[src/rtl/serial_rx.sv]
// Serial word receiver for the divider/shift-register link: samples s_data on
// synchronized s_clk rising edges while s_cs_n is low, presents words hold-until-read.
module serial_rx #(
  parameter int DATA_WIDTH     = 8,
  parameter int TIMEOUT_CYCLES = 64
) (
  input  logic                  clk,
  input  logic                  n_rst,
  input  logic                  s_clk,
  input  logic                  s_data,
  input  logic                  s_cs_n,
  input  logic                  rx_read,
  output logic [DATA_WIDTH-1:0] rx_data,
  output logic                  rx_valid,
  output logic                  busy,
  output logic                  overrun,
  output logic                  framing_error
);

  localparam int CNT_W = $clog2(DATA_WIDTH);
  localparam int TO_W  = $clog2(TIMEOUT_CYCLES + 1);
  localparam logic [CNT_W-1:0] LAST_BIT = CNT_W'(DATA_WIDTH - 1);
  localparam logic [TO_W-1:0]  TO_LAST  = TO_W'(TIMEOUT_CYCLES - 1);
  localparam logic [TO_W-1:0]  TO_SAT   = TO_W'(TIMEOUT_CYCLES);

  typedef enum logic {IDLE, SHIFT} state_t;

  state_t                state;
  logic [2:0]            sclk_sync;
  logic [2:0]            data_sync;
  logic [2:0]            cs_sync;
  logic                  edge_q;
  logic [CNT_W-1:0]      bit_cnt;
  logic [TO_W-1:0]       to_cnt;
  logic [DATA_WIDTH-2:0] shreg;
  logic [DATA_WIDTH-1:0] word_next;
  logic                  cs_q;
  logic                  data_q;
  logic                  accept;

  // Registered edge pulse lines up with the third data/cs stage.
  always_ff @(posedge clk or negedge n_rst) begin
    if (!n_rst) begin
      sclk_sync <= '0;
      data_sync <= '0;
      cs_sync   <= '1;
      edge_q    <= 1'b0;
    end else begin
      sclk_sync <= {sclk_sync[1:0], s_clk};
      data_sync <= {data_sync[1:0], s_data};
      cs_sync   <= {cs_sync[1:0], s_cs_n};
      edge_q    <= sclk_sync[1] & ~sclk_sync[2];
    end
  end

  always_comb begin
    cs_q      = cs_sync[2];
    data_q    = data_sync[2];
    accept    = edge_q & ~cs_q;
    word_next = {shreg, data_q};
  end

  assign busy = (bit_cnt != '0);

  always_ff @(posedge clk or negedge n_rst) begin
    if (!n_rst) begin
      state         <= IDLE;
      bit_cnt       <= '0;
      to_cnt        <= '0;
      shreg         <= '0;
      rx_data       <= '0;
      rx_valid      <= 1'b0;
      overrun       <= 1'b0;
      framing_error <= 1'b0;
    end else begin
      overrun       <= 1'b0;
      framing_error <= 1'b0;

      if (rx_read && rx_valid)
        rx_valid <= 1'b0;

      if (state == IDLE) begin
        if (!cs_q)
          state <= SHIFT;
      end else if (cs_q) begin
        state   <= IDLE;
        bit_cnt <= '0;
        to_cnt  <= '0;
        if (bit_cnt != '0)
          framing_error <= 1'b1;
      end

      // accept implies cs low, so it never collides with the frame-end branch
      if (accept) begin
        shreg  <= word_next[DATA_WIDTH-2:0];
        to_cnt <= '0;
        if (bit_cnt == LAST_BIT) begin
          bit_cnt <= '0;
          if (!rx_valid || rx_read) begin
            rx_data  <= word_next;
            rx_valid <= 1'b1;
          end else begin
            overrun <= 1'b1;
          end
        end else begin
          bit_cnt <= bit_cnt + 1'b1;
        end
      end else if (!cs_q && bit_cnt != '0) begin
        if (to_cnt == TO_LAST) begin
          framing_error <= 1'b1;
          bit_cnt       <= '0;
          to_cnt        <= TO_SAT;
        end else begin
          to_cnt <= to_cnt + 1'b1;
        end
      end
    end
  end

endmodule
[config.mk]
export PLATFORM = sky130hd
export DESIGN_NAME = serial_rx
export DESIGN_NICKNAME = d
export VERILOG_FILES = /design/src/rtl/serial_rx.sv
export SDC_FILE = /design/constraint.sdc
export NUM_CORES = 1
export LEC_CHECK = 0
export CORE_MARGIN = 3
export CORE_UTILIZATION = 43
export DETAILED_ROUTE_END_ITERATION = 8
export GPL_ROUTABILITY_DRIVEN = 0
export REMOVE_ABC_BUFFERS = 1
export SYNTH_ARGS = -nofsm -noshare
export SYNTH_HDL_FRONTEND = slang
export SYNTH_SLANG_ARGS = --single-unit
[constraint.sdc]
create_clock -name clk -period 2.08 [get_ports clk]
set_clock_uncertainty 0.2 [all_clocks]
set_input_delay 0.416 -clock clk [delete_from_list [all_inputs] [get_ports clk]]
set_output_delay 0.416 -clock clk [all_outputs]
set_load 0.005 [all_outputs]
Word level (Yosys, flattened, before mapping)
Cells that the tools add are included.

Output and inout bits: 12. Word-level logic and storage cells: 55. Register bits after elaboration: 39. Input port bits: 6.

Bitwise operators: 4. Mux-type cells: 25. Eq/ne operators: 2. Add/subtract/negate cells: 2. Reduce and logical (&&, ||, !) cells: 10.

Operator list (count): $mux W7 (5); $mux W3 (6); $mux W1 (14); $reduce_bool A3 Y1 (3); $add A7 B1 Y7 const B (1); $eq A7 B6 Y1 const B (1); $add A3 B1 Y3 const B (1); $eq A3 B3 Y1 const B (1); $reduce_and A3 Y1 (1); $and A1 B1 Y1 (2); $logic_and A1 B1 Y1 (2); $logic_not A1 Y1 (2); $not A1 Y1 (2); $reduce_and A2 Y1 (1); $logic_or A1 B1 Y1 (1).

Logic depth before layout (Yosys ltp)
Depth after elaboration: 7. Gate-level depth with buffers: 6. Depth with buffers taken out: 6.

Worst setup path before layout
OpenSTA, ideal clock, no wires.

Path type: register -> register. Start: register bit_cnt[0]. End: register to_cnt[3]. Setup slack: 0.320 ns. Setup time: 0.148 ns. Path buffers: 1. Arrival time: 1.412 ns. Stages on the path, launching flop included: 7. Cell sequence: dfrtp_1 > inv_1 > ha_1 > or4b_1 > buf_2 > a41oi_1 > nor4_1.

Cells in the longest elaborated chain, start to end: 4.

Ends and longest elaborated chain: from (decl) (RTL line 33) `logic [CNT_W-1:0] bit_cnt;`; from (signal assigned) (RTL line 106) `bit_cnt <= bit_cnt + 1'b1;`; $reduce_bool A3 Y1 * (RTL line 108) `end else if (!cs_q && bit_cnt != '0) begin`; $logic_and A1 B1 Y1 * (RTL line 108); $reduce_bool A3 Y1 (no source line) / $mux W7 (equally long branches); $reduce_and A2 Y1 (no source line) / $mux W7 (equally long branches); to (signal assigned) (RTL line 114) `to_cnt <= to_cnt + 1'b1;`; to (decl) (RTL line 34) `logic [TO_W-1:0] to_cnt;`.

Mark *: on every way between the ends. The rest lies on a longest branch, timed or not. A chain may end at the register's enable or synchronous reset.

Worst setup path after layout
Start: register bit_cnt[1]. End: output busy.

Cells in the longest elaborated chain, start to end: 1.

Ends and longest elaborated chain: $reduce_bool A3 Y1 (RTL line 63) `assign busy = (bit_cnt != '0);`; to (decl) (RTL line 15) `output logic busy,`.

Every way passes these cells.

==> impl_results.md <==
* Outcome: finished clean
* Unrepaired setup endpoints after global routing: false
* CTS max path bufs at 2
* Slew @ Worst Pin at 0.468 ns
* Yosys cell types at 35
* Final wirelength at 3020 um
* Rows at 21
* Layout cells sized above 1 at 28.9%
* Area delta synth->final at 26.2%
* Clock Root Buffer: clkbuf_8
* Syn_area_per_cell at 12.8 um^2
* Detailed placement HPWL at 2140 um
* DIE AREA at 4560 um^2
* Post-route ant nets at 0
* Max Slew Vio Count at 0
* First-pass GRT wire length at about 5300 um
* WS Path Type: flop to primary output
* WP data arrival at 1.39 ns
* Sequential share of the synthesized area at about three fifths
* Initial DRC Count at 94
* Placed cell count at approximately 190
* Die height at approximately 68 um
* FF+latch area at ~980 um^2
* CTS tree: yes
* Setup crit end kind: primary output
* Clk Latency, worst-skew pair at 0.29 ns
* Core area at ~3500 um^2
* Synthesized area at approximately 1600 um^2
* Multi-input logic area at between 600 and 700 um^2
* Leading cell type in the layout, fill and taps excluded: dfrtp_1
* Most frequent cells in the layout: dfrtp_1 (36), mux2_2 (15), clkdlybuf4s50_1 (15)
* Top Ports at 18
* Fin cells at a little over 200
* Final net count at 168
* Fin crit share at 96.6%
* Sink Count at 39
* Post-Syn Instances at 127
* Die width at about 68 um
* Main synth FF type: dfrtp_1
* Leakage power at around 0.0009 uW
* Hold crit path type: flop to flop
* Worst-path clk slew at about 0.080 ns
* PortBufs at 17
* Initial core utilization at 46.6%
* Max_cap viols at 0
* Critical Path RT at 1.46 ns
* CTS buffer count at 5
* Drt wl/cell at 14.7 um
* Slew HR at 68.8%
* Ys Warns at 0
* CP Max Fanout at 3
* DRC viols at 0
* DR vias/cell at 5.52
* Initial antenna violation count at 0
* DR vias at 1,132
* Number of flops mapped to enable cells by yosys at 0
* Final count of negative-setup-slack endpoints at 0
* Critical Path Start Type: flop
* Overflow after GRT at 0
* Fillers at 292
* Number of global-route vias before repair at 1,133
* Final Hold Vio Count at 0
* Core Util, Final at 58.8%
* Seq cells post-synth at 39
* Pwr dens at about 900 nW/um^2
* Fmax at 498 MHz
* Setup TNS at 0 ns
* Hold WS at 0.155 ns
* Period minus WS final at 2.01 ns
* N_diodes at 0
* Total Routing Usage GR at 15.8%
* DR pass1 iterations at 4
* Largest net degree at the start of global routing at 22
* Ys async rst share at 100%
* Peak VDD IR at around 0.0005 V
* H-tree depth at 2
-- final cells by class --
type / instances / area share, %
Inverter: 5 / 0.914
Multi-Input combinational cell: 77 / 29.5
Timing Repair Buffer: 30 / 14.1
Sequential cell: 39 / 47.7
Tap cell: 46 / 2.80
Clock buffer: 7 / 4.69
Clock inverter: 1 / 0.365
-- cells in the mapped netlist (4+ instances only) --
master   number  share of area [%]
o21ai_0       5                1.5
dfrtp_1      36                 55
inv_1         5                1.2
nor2_1        5                1.2
nor2b_1       4                1.5
mux2_2       15                 10
nand2_1       7                1.6
nor4_1        4                1.5
ha_1          4                3.1
-- timing repair --
| item | CTS | global route |
|---|---|---|
| hold buffers | 1 | 0 |
| gates resized for setup | 1 | 4 |
| setup buffers | 2 | 1 |
| setup endpoints to repair | 1 | 1 |
| endpoints found under the hold margin | 18 | 0 |
-- logic make-up after synthesis --
family / Yosys count / synth area share [%]
DFF: 39 / 60.2
AOI/OAI and AO/OA: 22 / 9.68
and+or+nand+nor: 36 / 13.5
muxes: 15 / 10.4
buffers and inverters: 11 / 3.23
adders and majority gates: 4 / 3.07
-- path summary, 6_finish.rpt --
check | from | to | slack (ns) | depth (start not counted)
worst max-delay path | bit_cnt[1] | busy | 0.07 | 5
worst min-delay path | cs_sync[1] | cs_sync[2] | 0.15 | 0
worst max register to register | bit_cnt[1] | to_cnt[5] | 0.17 | 5
worst min register to register | cs_sync[1] | cs_sync[2] | 0.15 | 0
max in group asynchronous | n_rst | cs_sync[0] | 0.72 | 3
min in group asynchronous | n_rst | to_cnt[2] | 0.41 | 2
-- power by group --
part           leakage (uW)  total, uW  internal [uW]  switching [uW]
combinational      0.000350        352            199             154
clock             0.0000505        560            301             259
sequential         0.000502        943            862            81.6
-- critical path, cell delays in order, from the launching register on --
cell and delay (ns):
dfrtp_1 0.41, inv_2 0.07, ha_2 0.17, nor2b_4 0.14, inv_1 0.06, dlygate4sd2_1 0.26
-- flip-flops by register name, summed over array words and instances, names as in the netlist --
name / cells
rx_data: 8
shreg: 7
to_cnt: 7
bit_cnt: 3
cs_sync: 3
data_sync: 3
sclk_sync: 3
edge_q: 1
framing_error: 1
overrun: 1
rx_valid: 1
state: 1
-- per-stage QoR --
stage | power (uW) | setup WS, ns | area [um^2]
after floorplan | 1110 | 0.129 | 1590
after global placement | 1240 | 0.0895 | 1910
after detailed placement | 1270 | 0.0614 | 1910
after CTS | 1860 | 0.0197 | 2040
after global routing | 1970 | 0.000906 | 2050
final | 1860 | 0.0708 | 2050
-- metal layers --
layer | vias to the layer above | global-route usage [%] | share of wire (%)
met2 | 34 | 22.8 | 47
met1 | 566 | 21.7 | 46
met4 | 0 | 7.09 | 1.7
li1 | 526 | - | -
met3 | 6 | 4.99 | 5.7
met5 | - | 0 | 0
Note: power is estimated with default switching activity, not from simulation.
